### src/rtl/fifo_reader.sv
// Burst reader: pops burst_len words from a synchronous FIFO and replays them on a
// valid/ready stream through a 2-entry skid buffer, tagging the final word with m_last.
module fifo_reader #(
    parameter int unsigned WIDTH     = 16,
    parameter int unsigned BUF_DEPTH = 2
) (
    input  logic             clk,
    input  logic             rst,
    input  logic             start,
    input  logic [7:0]       burst_len,
    input  logic             fifo_empty,
    input  logic [WIDTH-1:0] fifo_data_out,
    output logic             fifo_read_en,
    output logic [WIDTH-1:0] m_data,
    output logic             m_valid,
    input  logic             m_ready,
    output logic             m_last,
    output logic             busy,
    output logic             done,
    output logic [7:0]       words_out
);

    typedef enum logic [1:0] {StIdle, StRun, StFlush, StDone} state_e;

    localparam logic [2:0] Depth = 3'(BUF_DEPTH);

    state_e           state_q, state_d;
    logic [7:0]       len_q;
    logic [7:0]       issued_q;
    logic [7:0]       words_q;
    logic             inflight_q;
    logic [WIDTH-1:0] buf_q [BUF_DEPTH];
    logic             wr_ptr_q, rd_ptr_q;
    logic [1:0]       count_q;

    logic             launch, push, pop;
    logic [2:0]       occ_eff;

    assign launch = (state_q == StIdle) && start;
    assign push   = inflight_q;
    assign pop    = m_valid && m_ready;

    // Occupancy counts the head leaving this cycle, so a full pipeline sustains one word/cycle.
    assign occ_eff = {1'b0, count_q} + {2'b00, inflight_q} - {2'b00, pop};

    always_comb begin
        fifo_read_en = 1'b0;
        if ((state_q == StRun) && !fifo_empty && (issued_q < len_q) && (occ_eff < Depth)) begin
            fifo_read_en = 1'b1;
        end
    end

    assign m_valid   = (count_q != 2'd0);
    assign m_data    = m_valid ? buf_q[rd_ptr_q] : '0;
    assign m_last    = m_valid && (words_q == (len_q - 8'd1));
    assign busy      = (state_q != StIdle);
    assign done      = (state_q == StDone);
    assign words_out = words_q;

    always_comb begin
        state_d = state_q;
        unique case (state_q)
            StIdle: begin
                if (start) begin
                    state_d = (burst_len == 8'd0) ? StDone : StRun;
                end
            end
            StRun: begin
                if (fifo_read_en && (issued_q == (len_q - 8'd1))) begin
                    state_d = StFlush;
                end
            end
            StFlush: begin
                if (pop && m_last) begin
                    state_d = StDone;
                end
            end
            StDone:  state_d = StIdle;
            default: state_d = StIdle;
        endcase
    end

    always_ff @(posedge clk or negedge rst) begin
        if (!rst) begin
            state_q    <= StIdle;
            len_q      <= 8'd0;
            issued_q   <= 8'd0;
            words_q    <= 8'd0;
            inflight_q <= 1'b0;
            wr_ptr_q   <= 1'b0;
            rd_ptr_q   <= 1'b0;
            count_q    <= 2'd0;
            for (int i = 0; i < int'(BUF_DEPTH); i++) begin
                buf_q[i] <= '0;
            end
        end else begin
            state_q    <= state_d;
            inflight_q <= fifo_read_en;
            if (launch) begin
                len_q    <= burst_len;
                issued_q <= 8'd0;
                words_q  <= 8'd0;
            end else begin
                if (fifo_read_en) begin
                    issued_q <= issued_q + 8'd1;
                end
                if (pop) begin
                    words_q <= words_q + 8'd1;
                end
            end
            if (push) begin
                buf_q[wr_ptr_q] <= fifo_data_out;
                wr_ptr_q        <= ~wr_ptr_q;
            end
            if (pop) begin
                rd_ptr_q <= ~rd_ptr_q;
            end
            count_q <= count_q + {1'b0, push} - {1'b0, pop};
        end
    end

endmodule

### config.mk
export PLATFORM = sky130hd
export DESIGN_NAME = fifo_reader
export DESIGN_NICKNAME = d
export VERILOG_FILES = /design/src/rtl/fifo_reader.sv
export SDC_FILE = /design/constraint.sdc
export NUM_CORES = 1
export LEC_CHECK = 0
export ABC_CLOCK_PERIOD_IN_PS = 9600
export BUFFER_PORTS_ARGS = -buffer_cell sky130_fd_sc_hd__buf_2
export CORE_ASPECT_RATIO = 1.75
export CORE_MARGIN = 3
export CORE_UTILIZATION = 55
export CTS_CLUSTER_DIAMETER = 80
export DETAILED_ROUTE_END_ITERATION = 6
export GPL_TIMING_DRIVEN = 0
export PLACE_DENSITY = 0.78
export SLEW_MARGIN = 20
export SYNTH_ARGS = -nofsm -noshare
export SYNTH_HDL_FRONTEND = slang
export SYNTH_SLANG_ARGS = --single-unit
### constraint.sdc
create_clock -name clk -period 9.6 [get_ports clk]
set_clock_uncertainty 0.2 [all_clocks]
set_input_delay 0.96 -clock clk [delete_from_list [all_inputs] [get_ports clk]]
set_output_delay 0.96 -clock clk [all_outputs]
set_load 0.05 [all_outputs]
## After elaboration in Yosys (flattened, before gate mapping)

Cells that the tools add are included.

| word-level totals | value |
|---|---|
| bits in registers | 63 |
| input bits | 29 |
| output and inout bits | 29 |
| word-level logic and storage cells | 68 |

| cells by class | value |
|---|---|
| $add $sub $neg | 7 |
| $lt $le $gt $ge | 5 |
| equality and inequality tests | 8 |
| multiplexer cells | 17 |
| bitwise logic cells | 4 |
| reductions and logical operators | 17 |

Operator list:

| cell | number |
|---|---|
| 16-bit two-way mux | 5 |
| 32-bit bitwise mux | 1 |
| 8-bit two-way mux | 4 |
| 8-bit by 1-bit adder with 8-bit output (second input constant) | 2 |
| 16-bit demux with 1-bit select | 1 |
| 8-bit equality test | 2 |
| 1-bit logical AND | 9 |
| 8-bit zero test | 1 |
| 8-bit less-than comparator | 1 |
| 2-bit two-way mux | 4 |
| 2-bit one-hot mux with 4 select lines | 1 |
| 2-bit nonzero test | 4 |
| 8-bit by 1-bit subtractor with 8-bit output (second input constant) | 1 |
| 2-bit equality test (second input constant) | 2 |
| 2-bit >= comparator (second input constant) | 2 |
| 2-bit != test (second input constant) | 2 |
| 1-bit NOT with 2-bit output | 2 |
| 2-bit by 1-bit adder with 3-bit output | 1 |
| 3-bit by 2-bit less-than comparator with 1-bit output (second input constant) | 1 |
| 3-bit AND reduction | 1 |
| 3-bit by 1-bit subtractor with 3-bit output | 1 |
| 2-bit by 1-bit adder with 2-bit output | 1 |
| 2-bit by 1-bit equality test with 1-bit output (second input constant) | 1 |
| 2-bit zero test | 1 |
| other kinds (6) | 7 |

## Depth between registers and ports, before layout

Gate-level depths: netlist of the first run.

| depth | value |
|---|---|
| depth after elaboration | 9 |
| depth in mapped cells | 14 |
| gate-level depth less buffers | 13 |

## Least setup slack after synthesis of the first run

No wires, ideal clock.

| timing | value |
|---|---|
| path kind | input port to output port |
| start | input m_ready |
| end | output fifo_read_en |
| arrival | 3.481 ns |
| required time | 8.440 ns |
| slack | 4.959 ns |
| cell stages on the path | 9 |
| buffers on the path | 1 |
| cell sequence | nor2b_1 > buf_2 > ha_1 > inv_1 > ha_1 > fa_1 > nor4b_1 > nand3_1 > nor2_1 |

| between the ends | value |
|---|---|
| longest elaborated chain between the ends | 5 |

RTL lines:

| what | RTL line | source |
|---|---|---|
| start, declared | 16 | `input logic m_ready,` |
| 1-bit logical AND | 41 | `assign pop = m_valid && m_ready;` |
| named net pop | 36 | `logic launch, push, pop;` |
| 3-bit by 1-bit subtractor with 3-bit output | 44 | `assign occ_eff = {1'b0, count_q} + {2'b00, inflight_q} - {2'b00, pop};` |
| named net occ_eff[1] | 37 | `logic [2:0] occ_eff;` |
| 3-bit by 2-bit less-than comparator with 1-bit output | 48 | `if ((state_q == StRun) && !fifo_empty && (issued_q < len_q) && (occ_eff < Depth)) begin` |
| 1-bit logical AND | 48 |  |
| 1-bit two-way mux | 48 |  |
| end, declared | 13 | `output logic fifo_read_en,` |

The timed path passes the listed nets, and every way through them passes these cells.

## Worst setup path in the final report of the first run

| timing | value |
|---|---|
| start | register count_q[1] |
| end | output fifo_read_en |

| between the ends | value |
|---|---|
| longest elaborated chain between the ends | 6 |
| elaborated cells between the ends (all ways) | 7 |
| those cells by class | add/sub: 2; order compare: 1; mux: 1; reduce/logical: 3 |

RTL lines:

| what | RTL line | source |
|---|---|---|
| start, declared | 34 | `logic [1:0] count_q;` |
| start signal, assigned | 118 | `count_q <= count_q + {1'b0, push} - {1'b0, pop};` |
| 2-bit nonzero test | 53 | `assign m_valid = (count_q != 2'd0);` |
| 1-bit logical AND | 41 |  |
| named net pop | 36 |  |
| 3-bit by 1-bit subtractor with 3-bit output | 44 |  |
| named net occ_eff[1] | 37 |  |
| 3-bit by 2-bit less-than comparator with 1-bit output | 48 |  |
| 1-bit logical AND | 48 |  |
| 1-bit two-way mux | 48 |  |

The timed path passes the listed nets, and every way through them passes these cells.

==> results by group, run 1 <==
Route
  – Vias per cell: 5.370
  – Total wire length: 7110 µm
  – Antenna-violating nets left: 0
  – Drt pass-1 iters: 4
  – DR vias: 2,454
  – WL/cell: 15.56 µm
  – Drc violations: 0
  – Initial DRC count: 144

Logic synthesis
  – Post-synthesis sequential area ratio: 46.02%
  – Synth Instances: 308
  – Syn Area/Cell: 11.12 µm²
  – Mapped Nets: 356
  – Dominant cell type by area after synthesis: dfrtp_1
  – Area contributors post-synth: dfrtp_1 46%, mux2_2 11%, ha_1 6.6%
  – Netlist Area Pre-Place: 0.003426 mm²
  – Distinct cell type count after synthesis: 35
  – Flops & latches, synth: 63
  – Top cell type's share of synthesized area: 46.02%
  – Ys Warns: 0

STA
  – Fmax: 0.1920 GHz
  – Min Tclk post-route: 5.209 ns
  – Setup Viol. Count Final: 0
  – Worst slew pin tran: 0.7676 ns
  – Sum of negative setup slack: 0 ns
  – Final Slew Violations: 0
  – Slew headroom: 48.82%
  – Fin. Hold Viols: 0
  – Period utilisation layout: 54.26%
  – RSZ-0062 raised after global routing: no

Setup path
  – Setup CP Type: reg2out
  – Arrival time worst endpoint: 4.05 ns
  – Crit-path cells: nor2_1 > nor2b_1 > buf_2 > ha_1 > inv_1 > ha_1 > fa_1 > nor4b_1 > nand3_1 > nor2_1 > buf_2
  – RR Startpoint: count_q[1]$_DFF_PN0_
  – Cell family with most CP delay: simple AND/OR/NAND/NOR gates
  – Worst EP required: 8.44 ns
  – CP bufs+invs: 3
  – Startpoint Class: flop
  – Critical path's largest stage delay: 0.60 ns
  – Crit Path Max Fanout: 10
  – Worst Setup SP: count_q[1]$_DFF_PN0_
  – Endpoint class of the critical path: output pin
  – CP max-delay cell: nor2_1

Floorplan
  – Die Y: 110.4 µm
  – Core Area: 0.005972 mm²
  – DIE AREA: 0.007249 mm²
  – DIE WIDTH: 65.66 µm
  – Number of top-level pins: 58
  – Initial Util: 57.36%
  – Row count: 37

Clock tree
  – Setup Fix Bufs, Post-CTS: 0
  – CTS H-Tree Depth: 3
  – Clock Latency Late Sink: 0.33 ns
  – Clk sinks: 63
  – Longest Clk Path Bufs: 2
  – Clock Pin Slew Worst Setup and Hold Paths: 0.06 ns
  – CTS buffer count: 9
  – TritonCTS clock tree: built
  – Root Buffer: clkbuf_8
  – # hold bufs at CTS: 0
  – Post-CTS resize count: 0

GRT
  – Gr usage total: 21.74%
  – Vias in the first global route: 2,691
  – First-pass GRT wire length: 12,010 µm
  – Grt ovf: 0
  – Antenna violations before repair: 0
  – Pin count of the biggest net entering global routing: 64

Placement
  – Placer Congestion: 0.9370
  – Dpl cell area: 0.003811 mm²
  – Post-DP HPWL: 5454 µm
  – Port-buffer cells: 57

Power
  – Maximum vdd drop: 0.0001741 V
  – Power density cells: 370.5 mW/mm²
  – Leakage: 1.942 nW
  – Total Power: 1.473 mW

Min path
  – Min-delay worst type: reg2reg
  – HP Start: wr_ptr_q$_DFFE_PN0P_

Layout
  – Antenna Diode Count: 0
  – Layout Nets: 424
  – Syn-to-layout area delta: 16.03%
  – Fraction of layout cells with a size suffix above 1: 28.23%
  – Finished Cell Area: 0.003975 mm²

Run status
  – Status: completed

Job
  – MaxCap Viol Count: 0
==> routing by layer <==
metal,vias to the layer above,global-route usage (%),part of all wire [%]
met4,0,12.05,4.1
met5,-,0,0
met2,72,38.54,54
li1,1192,-,-
met3,20,5.290,4.7
met1,1170,22.35,37
==> worst paths after layout <==
| path | end | slack [ns] | depth (start not counted) |
|---|---|---|---|
| min reg2reg | wr_ptr_q$_DFFE_PN0P_ | 0.30 | 1 |
| max in group asynchronous | issued_q[1]$_DFFE_PN0P_ | 8.19 | 1 |
| min | wr_ptr_q$_DFFE_PN0P_ | 0.30 | 1 |
| max | fifo_read_en | 4.39 | 11 |
| min in group asynchronous | buf_q[17]$_DFFE_PN0P_ | 0.50 | 1 |
| max reg2reg | issued_q[5]$_DFFE_PN0P_ | 5.52 | 13 |
==> sequential cells by signal, indices dropped and copies added, names as in the netlist <==
signal / flops
count_q: 2
rd_ptr_q: 1
wr_ptr_q: 1
words_out: 8
issued_q: 8
len_q: 8
inflight_q: 1
buf_q: 32
state_q: 2
==> final cells by class <==
class                      instances  area [µm²]
clock buffer                      13       158.9
clock inverter                     1       5.005
fill                             482        1997
multi-input combinational        217        1743
buffer                            11       42.54
inverter                          17       63.81
sequential                        63        1577
tap                               78       97.59
timing repair buffer              57       287.8
==> per-stage QoR <==
stage	util (%)	std cells	hold slack, ns	worst slack [ns]
3_3_place_gp	63.78	443	0.2777	4.703
6_report	66.56	457	0.2990	4.391
3_5_place_dp	63.82	443	0.2877	4.684
4_1_cts	66.56	457	0.2995	4.321
2_1_floorplan	-	308	0.2633	4.959
5_1_grt	66.56	457	0.3254	4.042
==> cells in the final DEF, fill, tap and decap left out, types with 2 or more instances in the layout <==
cell type	count
xor2_1	18
o21ai_0	11
o211ai_1	2
nand3_1	5
xnor2_1	16
nand2_1	17
buf_2	57
nand4_1	7
clkbuf_1	11
ha_1	18
a21oi_1	2
xnor3_1	3
nor2_1	35
mux2_2	32
nor2b_1	5
inv_1	17
dfrtp_1	63
and2_1	2
nor4_1	3
nor4_4	2
a211oi_1	2
and3_1	4
clkbuf_8	11
mux2i_1	18
a31oi_1	3
nor3_1	3
==> worst register-to-register path, cell delays in order (launching register included) <==
cell and delay, ns:
dfrtp_1 0.41, nor2_1 0.56, nor2b_1 0.09, buf_2 0.20, ha_1 0.28, inv_1 0.04
ha_1 0.18, fa_1 0.47, nor4b_1 0.31, nand3_1 0.19, nor2_1 0.60, nand4_1 0.20
xor2_1 0.18, nor2_1 0.06
==> report_power, final <==
group | internal, mW | switching (mW) | total [mW]
logic | 0.299 | 0.515 | 0.814
registers | 0.375 | 0.0874 | 0.463
clock network | 0.105 | 0.0913 | 0.196
==> cells in the mapped netlist <==
cell type,instances
mux2_2,32
clkbuf_1,9
ha_1,18
o21a_1,1
xnor3_1,3
nand4_1,7
a211oi_1,2
o2111ai_1,1
mux2i_1,18
nor4_1,3
nor2b_1,5
nand2_1,17
buf_2,1
and3_1,4
xnor2_1,16
nor2_1,35
buf_1,1
o211ai_1,2
and2_1,2
and4_1,1
fa_1,1
nand3_1,5
a21oi_1,2
nor3_1,3
and2_2,1
dfrtp_1,63
nor4b_1,1
nor3b_1,1
xor2_1,18
o21ai_0,11
o32a_2,1
inv_1,17
nor4_4,2
a31oi_1,3
a21oi_2,1
==> kinds of logic (layout without fill, tap and decap cells) <==
kind of cell,after synthesis,in the layout,share of synthesized area [%]
buffers and inverters,28,99,3.104
xor gates and xnor gates,37,37,10.66
AOI/OAI and AO/OA,24,24,4.383
DFF,63,63,46.02
and+or+nand+nor,87,87,12.89
adders and majority gates,19,19,7.159
muxes,50,50,15.78
No activity file was read; power rests on OpenSTA's default activity.
==> run 2, diff against run 1 <==
--- a/config.mk
+++ b/config.mk
@@ -5,7 +5,8 @@
 export SDC_FILE = /design/constraint.sdc
 export NUM_CORES = 1
 export LEC_CHECK = 0
-export ABC_CLOCK_PERIOD_IN_PS = 9600
+export ABC_AREA = 1
+export ABC_CLOCK_PERIOD_IN_PS = 5400
 export BUFFER_PORTS_ARGS = -buffer_cell sky130_fd_sc_hd__buf_2
 export CORE_ASPECT_RATIO = 1.75
 export CORE_MARGIN = 3
==> constraint.sdc (replaced) <==
create_clock -name clk -period 5.4 [get_ports clk]
set_clock_uncertainty 0.2 [all_clocks]
set_input_delay 0.54 -clock clk [delete_from_list [all_inputs] [get_ports clk]]
set_output_delay 0.54 -clock clk [all_outputs]
set_load 0.05 [all_outputs]
==> run 2 against run 1 <==
  * Sequential power increased by 70%
  * Cell area grew 4.7%
  * Area after synthesis increased by 3.0%
  * Total power increased by 95%
  * Wire length increased by 27%
  * Sequential share of layout area shrank 1.8 points
  * Global-route usage rose by 4.2 points
  * Combinational power rose by 93%
  * Critical endpoint unchanged
  * Highest routed layer unchanged
==> results by group, run 2 <==
Run status
  – Status: completed (unchanged)

GRT
  – Antenna violations before repair: 0 (unchanged)
  – First-pass GRT wire length: 14,690 µm (was 12,010 µm)
  – Grt ovf: 0 (unchanged)
  – Gr usage total: 25.92% (was 21.74%)
  – Pin count of the biggest net entering global routing: 64 (unchanged)
  – Vias in the first global route: 3,351 (was 2,691)

Logic synthesis
  – Post-Synth XOR/XNOR Area: 0.9926% (was 10.66%)
  – Post-synthesis async set-or-reset flop share: 100.0% (unchanged)
  – Top cell type's share of synthesized area: 44.67% (was 46.02%)
  – Mux cell area share after synthesis: 0% (was 15.78%)
  – Syn Area/Cell: 7.446 µm² (was 11.12 µm²)
  – Synth Flop Type: dfrtp_1 (unchanged)
  – Post-synthesis sequential area ratio: 44.67% (was 46.02%)
  – Count leader, synth: nand2_1 (was dfrtp_1)
  – Area contributors post-synth: dfrtp_1 45%, nand2_1 14%, o21ai_0 7.9% (was dfrtp_1 46%, mux2_2 11%, ha_1 6.6%)
  – Largest family of logic cells by synthesized area: simple AND/OR/NAND/NOR gates (was multiplexers)
  – Most frequent cells after synthesis: 136 x nand2_1, 63 x dfrtp_1, 61 x inv_1 (was 63 x dfrtp_1, 35 x nor2_1, 32 x mux2_2)
  – Synth Instances: 474 (was 308)
  – Mapped Nets: 522 (was 356)
  – Dominant cell type by area after synthesis: dfrtp_1 (unchanged)
  – Flops & latches, synth: 63 (unchanged)
  – Simple-gate share of the synthesized area: 26.73% (was 12.89%)
  – Netlist Area Pre-Place: 0.003530 mm² (was 0.003426 mm²)
  – Post-synth EDFFs: 0 (unchanged)
  – Ys Warns: 0 (unchanged)
  – Compound-cell area share of the yosys netlist: 12.48% (was 4.383%)
  – Post-synthesis adder-cell area fraction: 6.948% (was 7.159%)
  – Distinct cell type count after synthesis: 23 (was 35)

Clock tree
  – Post-CTS resize count: 0 (unchanged)
  – Clk sinks: 63 (unchanged)
  – Root Buffer: clkbuf_8 (unchanged)
  – CTS H-Tree Depth: 3 (unchanged)
  – Setup Fix Bufs, Post-CTS: 0 (unchanged)
  – Clock Latency Late Sink: 0.36 ns (was 0.33 ns)
  – TritonCTS clock tree: built (unchanged)
  – Longest Clk Path Bufs: 2 (unchanged)
  – # hold bufs at CTS: 0 (unchanged)
  – Clock Pin Slew Worst Setup and Hold Paths: 0.07 ns (was 0.06 ns)
  – CTS buffer count: 9 (unchanged)

Layout
  – Filler cells: 569 (was 482)
  – Register Area: 0.001577 mm² (unchanged)
  – Largest register FFs: 32 (unchanged)
  – Multi-input gate area: 0.001664 mm² (was 0.001743 mm²)
  – Non-filler cells, final: 627 (was 457)
  – Antenna Diode Count: 0 (unchanged)
  – Fraction of layout cells with a size suffix above 1: 15.72% (was 28.23%)
  – Most frequent cells in the layout: 136 x nand2_1, 63 x dfrtp_1, 61 x inv_1, 56 x o21ai_0, 56 x buf_2 (was 63 x dfrtp_1, 57 x buf_2, 35 x nor2_1, 32 x mux2_2)
  – Fin util: 66.81% (was 66.56%)
  – Register name with the most flops: buf_q (unchanged)
  – Most common cell after layout, fill and taps aside: nand2_1 (was dfrtp_1)
  – Finished Cell Area: 0.004161 mm² (was 0.003975 mm²)
  – Syn-to-layout area delta: 17.90% (was 16.03%)
  – Layout Nets: 590 (was 424)

Power
  – Total Power: 2.871 mW (was 1.473 mW)
  – Sw frac: 51.43% (was 47.12%)
  – Register share of total power: 27.4% (was 31.4%)
  – Comb power frac: 54.8% (was 55.3%)
  – Internal power: 1.395 mW (was 778.7 µW)
  – Leakage: 2.201 nW (was 1.942 nW)
  – Power density cells: 690.0 mW/mm² (was 370.5 mW/mm²)
  – NetSw: 1.477 mW (was 694.0 µW)
  – Maximum vdd drop: 0.0002881 V (was 0.0001741 V)
  – Power share of the clock group: 17.7% (was 13.3%)

Floorplan
  – Core Area: 0.006228 mm² (was 0.005972 mm²)
  – Number of top-level pins: 58 (unchanged)
  – Die Y: 112.0 µm (was 110.4 µm)
  – DIE AREA: 0.007453 mm² (was 0.007249 mm²)
  – Row count: 38 (was 37)
  – DIE WIDTH: 66.56 µm (was 65.66 µm)
  – Initial Util: 56.67% (was 57.36%)

Setup path
  – Crit Path Max Fanout: 7 (was 10)
  – CP dominant cell by count: inv_1
  – CP max-delay cell: dfrtp_1 (was nor2_1)
  – Endpoint class of the critical path: output pin (unchanged)
  – Setup CP Type: reg2out (unchanged)
  – Crit-path cells: inv_1 > nand2_1 > nand2_1 > inv_1 > ha_1 > inv_1 > ha_1 > fa_1 > xnor2_1 > nor2_1 > inv_1 > nor2_2 > buf_2 (was nor2_1 > nor2b_1 > buf_2 > ha_1 > inv_1 > ha_1 > fa_1 > nor4b_1 > nand3_1 > nor2_1 > buf_2)
  – Startpoint Class: flop (unchanged)
  – Arrival time worst endpoint: 3.26 ns (was 4.05 ns)
  – CP bufs+invs: 5 (was 3)
  – R2R cell count: 17 (was 13)
  – Critical path's largest stage delay: 0.39 ns (was 0.60 ns)
  – Worst EP required: 4.66 ns (was 8.44 ns)
  – Cell family with most CP delay: adder cells (was simple AND/OR/NAND/NOR gates)
  – Crit path depth: 13 (was 11)

STA
  – Fmax: 0.2497 GHz
  – Fin. Hold Viols: 0 (unchanged)
  – Min Tclk post-route: 4.005 ns
  – Slew headroom: 45.52% (was 48.82%)
  – Setup Viol. Count Final: 0 (unchanged)
  – Sum of negative setup slack: 0 ns (unchanged)
  – Final worst slack: 1.395 ns (was 4.391 ns)
  – Worst slew pin tran: 0.8172 ns (was 0.7676 ns)
  – RSZ-0062 raised after global routing: no (unchanged)
  – Final Slew Violations: 0 (unchanged)
  – Hold Slack: 0.06341 ns (was 0.2990 ns)
  – Period utilisation layout: 74.16%

Placement
  – Place WS: 1.796 ns (was 4.684 ns)
  – Dpl cell area: 0.003918 mm² (was 0.003811 mm²)
  – Post-DP HPWL: 6824 µm (was 5454 µm)
  – Placer Congestion: 0.9371 (was 0.9370)
  – Placed cell count: 611 (was 443)
  – Port-buffer cells: 57 (unchanged)

Min path
  – Min-delay worst type: in2async (was reg2reg)

Route
  – WL/cell: 14.39 µm (was 15.56 µm)
  – Antenna-violating nets left: 0 (unchanged)
  – Vias per cell: 5.404 (was 5.370)
  – DR vias: 3,388 (was 2,454)
  – Drt pass-1 iters: 4 (unchanged)
  – Initial DRC count: 209 (was 144)
  – Total wire length: 9022 µm (was 7110 µm)
  – Drc violations: 0 (unchanged)

Job
  – MaxCap Viol Count: 0 (unchanged)
==> run 2: worst reg2reg max path, cell delays in order (launching register included) <==
cell	delay, ns
dfrtp_1	0.39
inv_1	0.10
nand2_1	0.13
nand2_1	0.22
inv_1	0.18
ha_1	0.31
inv_1	0.04
ha_1	0.18
fa_1	0.38
xnor2_1	0.14
nor2_1	0.17
inv_1	0.08
nor2_2	0.28
nand4_1	0.20
nand2_1	0.17
nand3_2	0.10
nand2_1	0.08
nand2_1	0.05
==> run 2: final timing paths <==
kind / slack [ns] / endpoint / start
max reg2reg: 1.93 / state_q[0]$_DFFE_PN0P_ / count_q[1]$_DFF_PN0_
min: 0.06 / buf_q[31]$_DFFE_PN0P_ / rst
min in group clk: 0.21 / len_q[3]$_DFFE_PN0P_ / burst_len[3]
min reg2reg: 0.29 / buf_q[27]$_DFFE_PN0P_ / buf_q[27]$_DFFE_PN0P_
max: 1.40 / fifo_read_en / count_q[1]$_DFF_PN0_
max in group asynchronous: 4.39 / buf_q[10]$_DFFE_PN0P_ / rst
==> run 2: power groups by stage <==
stage	logic [mW]	registers, mW	clock network [mW]
floorplan	1.18	0.800	0
global placement	1.53	0.785	0
detailed placement	1.57	0.794	0
CTS	1.58	0.786	0.515
global route	1.74	0.812	0.528
finish	1.57	0.788	0.508
==> run 2: cell type report <==
type / count / area share [%]
Multi-Input combinational cell: 334 / 39.99
Clock buffer: 9 / 2.977
Clock inverter: 7 / 2.886
Sequential cell: 63 / 37.88
Inverter: 64 / 5.773
Timing Repair Buffer: 57 / 6.915
Buffer: 13 / 1.173
Tap cell: 80 / 2.405
==> run 2: kinds of logic after synthesis <==
kind of cell,after synthesis
simple gates,224
fa+ha+maj,19
compound gates,87
xor+xnor,4
buf+inv,77
flops,63
==> run 2: routing by layer <==
metal | global-route usage [%] | wire length, µm | vias to the layer above
li1 | - | - | 1652
met1 | 25.80 | 3305 | 1596
met2 | 47.61 | 4867 | 111
met3 | 5.045 | 404 | 29
met4 | 14.65 | 444 | 0
met5 | 0 | 0 | -
==> run 3, diff against run 2 <==
--- a/config.mk
+++ b/config.mk
@@ -5,8 +5,8 @@
 export SDC_FILE = /design/constraint.sdc
 export NUM_CORES = 1
 export LEC_CHECK = 0
-export ABC_AREA = 1
-export ABC_CLOCK_PERIOD_IN_PS = 5400
+export ABC_AREA = 0
+export ABC_CLOCK_PERIOD_IN_PS = 3800
 export BUFFER_PORTS_ARGS = -buffer_cell sky130_fd_sc_hd__buf_2
 export CORE_ASPECT_RATIO = 1.75
 export CORE_MARGIN = 3
==> constraint.sdc (replaced) <==
create_clock -name clk -period 3.8 [get_ports clk]
set_clock_uncertainty 0.2 [all_clocks]
set_input_delay 0.38 -clock clk [delete_from_list [all_inputs] [get_ports clk]]
set_output_delay 0.38 -clock clk [all_outputs]
set_load 0.05 [all_outputs]
==> run 3 against run 2 <==
  * Combinational power rose by 33%
  * Global-route usage fell by 4.0 points
  * Wire length fell by 19%
  * Total power rose by 36%
==> results by group, run 3 (synthesis gave the netlist of run 1 again) <==
Route
  – Total wire length: 7267 µm (was 9022 µm)
  – WL/cell: 15.70 µm (was 14.39 µm)
  – DR vias: 2,502 (was 3,388)
  – Vias per cell: 5.404 (about the same)
  – Antenna-violating nets left: 0 (unchanged)
  – Drc violations: 0 (unchanged)
  – Drt pass-1 iters: 4 (unchanged)
  – Initial DRC count: 102 (was 209)

GRT
  – First-pass GRT wire length: 12,100 µm (was 14,690 µm)
  – Gr usage total: 21.96% (was 25.92%)
  – Vias in the first global route: 2,590 (was 3,351)
  – Antenna violations before repair: 0 (unchanged)
  – Grt ovf: 0 (unchanged)
  – Pin count of the biggest net entering global routing: 64 (unchanged)

Layout
  – Largest register FFs: 32 (unchanged)
  – Antenna Diode Count: 0 (unchanged)
  – Fraction of layout cells with a size suffix above 1: 29.61% (was 15.72%)
  – Most common cell after layout, fill and taps aside: dfrtp_1 (was nand2_1)
  – Filler cells: 454 (was 569)
  – Syn-to-layout area delta: 19.25% (was 17.90%)
  – Most frequent cells in the layout: 63 x dfrtp_1, 56 x buf_2, 33 x nor2_1, 32 x mux2_2 (was 136 x nand2_1, 63 x dfrtp_1, 61 x inv_1, 56 x o21ai_0, 56 x buf_2)
  – Register name with the most flops: buf_q (unchanged)
  – Layout Nets: 428 (was 590)
  – Non-filler cells, final: 463 (was 627)

STA
  – RSZ-0062 raised after global routing: no (unchanged)
  – Fin. Hold Viols: 0 (unchanged)
  – Sum of negative setup slack: 0 ns (unchanged)
  – Final Slew Violations: 0 (unchanged)
  – Min Tclk post-route: 3.562 ns
  – Period utilisation layout: 93.73%
  – Slew headroom: 46.75% (was 45.52%)
  – Setup Viol. Count Final: 0 (unchanged)
  – Worst slew pin tran: 0.7987 ns (was 0.8172 ns)
  – Fmax: 0.2808 GHz

Setup path
  – Worst Setup SP: count_q[1]$_DFF_PN0_ (unchanged)
  – CP bufs+invs: 3 (was 5)
  – R2R cell count: 12 (was 17)
  – Crit path capture: fifo_read_en (unchanged)
  – CP max-delay cell: fa_1 (was dfrtp_1)
  – Reg2reg end: state_q[0]$_DFFE_PN0P_ (unchanged)
  – Endpoint class of the critical path: output pin (unchanged)
  – R2R setup slack: 0.29 ns (was 1.93 ns)
  – Setup CP Type: reg2out (unchanged)
  – Crit path depth: 11 (was 13)
  – Arrival time worst endpoint: 2.98 ns (was 3.26 ns)
  – Critical path's largest stage delay: 0.46 ns (was 0.39 ns)
  – Crit-path cells: nor2_4 > nor2b_1 > buf_2 > ha_1 > inv_1 > ha_1 > fa_1 > nor4b_1 > nand3_1 > nor2_4 > buf_4 (was inv_1 > nand2_1 > nand2_1 > inv_1 > ha_1 > inv_1 > ha_1 > fa_1 > xnor2_1 > nor2_1 > inv_1 > nor2_2 > buf_2)
  – Worst EP required: 3.22 ns (was 4.66 ns)
  – Crit Path Max Fanout: 8 (was 7)
  – RR Startpoint: count_q[1]$_DFF_PN0_ (unchanged)
  – Startpoint Class: flop (unchanged)
  – Cell family with most CP delay: adder cells (unchanged)

Clock tree
  – Clock Pin Slew Worst Setup and Hold Paths: 0.06 ns (was 0.07 ns)
  – TritonCTS clock tree: built (unchanged)
  – CTS H-Tree Depth: 3 (unchanged)
  – Clock Latency Late Sink: 0.34 ns (was 0.36 ns)
  – CTS buffer count: 9 (unchanged)
  – Longest Clk Path Bufs: 2 (unchanged)
  – Clk sinks: 63 (unchanged)
  – Root Buffer: clkbuf_8 (unchanged)

Floorplan
  – Initial Util: 57.36% (was 56.67%)
  – DIE AREA: 0.007249 mm² (was 0.007453 mm²)
  – Core Area: 0.005972 mm² (was 0.006228 mm²)
  – Number of top-level pins: 58 (unchanged)
  – DIE WIDTH: 65.66 µm (was 66.56 µm)
  – Row count: 37 (was 38)
  – Die Y: 110.4 µm (was 112.0 µm)

Power
  – Leakage: 1.989 nW (was 2.201 nW)
  – Maximum vdd drop: 0.0004941 V (was 0.0002881 V)
  – Power density cells: 957.7 mW/mm² (was 690.0 mW/mm²)

Placement
  – Placed cell count: 443 (was 611)
  – Post-DP HPWL: 5348 µm (was 6824 µm)
  – Placer Congestion: 0.9252 (was 0.9371)
  – Port-buffer cells: 57 (unchanged)

Run status
  – Status: completed (unchanged)

Min path
  – Min-delay worst type: in2reg (was in2async)

Job
  – MaxCap Viol Count: 0 (unchanged)
[run 3: cell count changes in the layout (fill, tap and decap cells not counted), sizes merged, moves of 4 or more]
| cell | before | now |
|---|---|---|
| and3 | 0 | 4 |
| nor2b | 0 | 5 |
| mux2i | 0 | 18 |
| a21oi | 29 | 3 |
| nand3 | 30 | 5 |
| inv | 63 | 17 |
| xor2 | 2 | 18 |
| mux2 | 0 | 32 |
| nor3 | 8 | 3 |
| nand2 | 141 | 17 |
| o21ai | 56 | 11 |
| buf | 57 | 62 |
| xnor2 | 2 | 16 |
[run 3: cell type report]
cell class	count	area (µm²)	share of cell area [%]
multi-input combinational	217	1758	43.03
tap	78	97.59	2.389
sequential	63	1577	38.59
buffer	11	42.54	1.041
timing repair buffer	61	322.8	7.902
clock buffer	13	158.9	3.890
clock inverter	3	65.06	1.593
inverter	17	63.81	1.562
[run 3: what timing repair did]
action,in CTS,in global routing
pin swaps,1,1
hold endpoints to repair,63,0
buffers inserted,1,2
endpoints found under the setup margin,9,3
hold buffers,1,0
resized for setup,4,0
[run 3: worst register-to-register path, stage by stage (launching register included)]
cell and delay, ns:
dfrtp_1 0.44, nor2_4 0.13, nor2b_1 0.05, buf_2 0.18, ha_1 0.29, inv_1 0.04, ha_1 0.19, fa_1 0.46
nor4b_1 0.24, nand3_1 0.22, nor4_1 0.39, a31oi_1 0.20, o32a_2 0.36
[run 3: report_power, final]
group          internal, mW  switching [mW]  total [mW]
Combinational         0.780            1.31        2.09
Clock                 0.404           0.238       0.642
Sequential            0.948           0.232        1.18
[run 3: worst min path at each step]
| stage | end | start | cells after the start |
|---|---|---|---|
| 4_1_cts | len_q[5]$_DFFE_PN0P_ | burst_len[5] | 3 |
| 3_3_place_gp | wr_ptr_q$_DFFE_PN0P_ | wr_ptr_q$_DFFE_PN0P_ | 1 |
| 2_1_floorplan | buf_q[0]$_DFFE_PN0P_ | rst | 0 |
| 5_1_grt | len_q[0]$_DFFE_PN0P_ | burst_len[0] | 3 |
| 3_5_place_dp | wr_ptr_q$_DFFE_PN0P_ | wr_ptr_q$_DFFE_PN0P_ | 1 |
| 6_report | len_q[5]$_DFFE_PN0P_ | burst_len[5] | 3 |
[run 3: per-stage QoR]
| stage | power (mW) | cell area (µm²) | hold slack, ns | worst slack [ns] | util, % |
|---|---|---|---|---|---|
| after floorplan | 2.791 | 3428 | -0.1156 | 0.1594 | - |
| after global placement | 3.184 | 3811 | 0.2789 | -0.2079 | 63.82 |
| after detailed placement | 3.250 | 3814 | 0.2861 | -0.2728 | 63.86 |
| after CTS | 3.928 | 4070 | 0.04581 | 0.005128 | 68.15 |
| after global routing | 4.166 | 4085 | 0.05589 | 0.06221 | 68.41 |
| final | 3.912 | 4085 | 0.05909 | 0.2382 | 68.41 |
[run 3: layer usage]
layer  global-route usage [%]  share of wire [%]  vias to the layer above
li1                         -                  -                     1198
met1                    24.27                 40                     1210
met2                    37.47                 52                       74
met3                    4.985                4.5                       20
met4                    12.19                3.8                        0
met5                        0                  0                        -
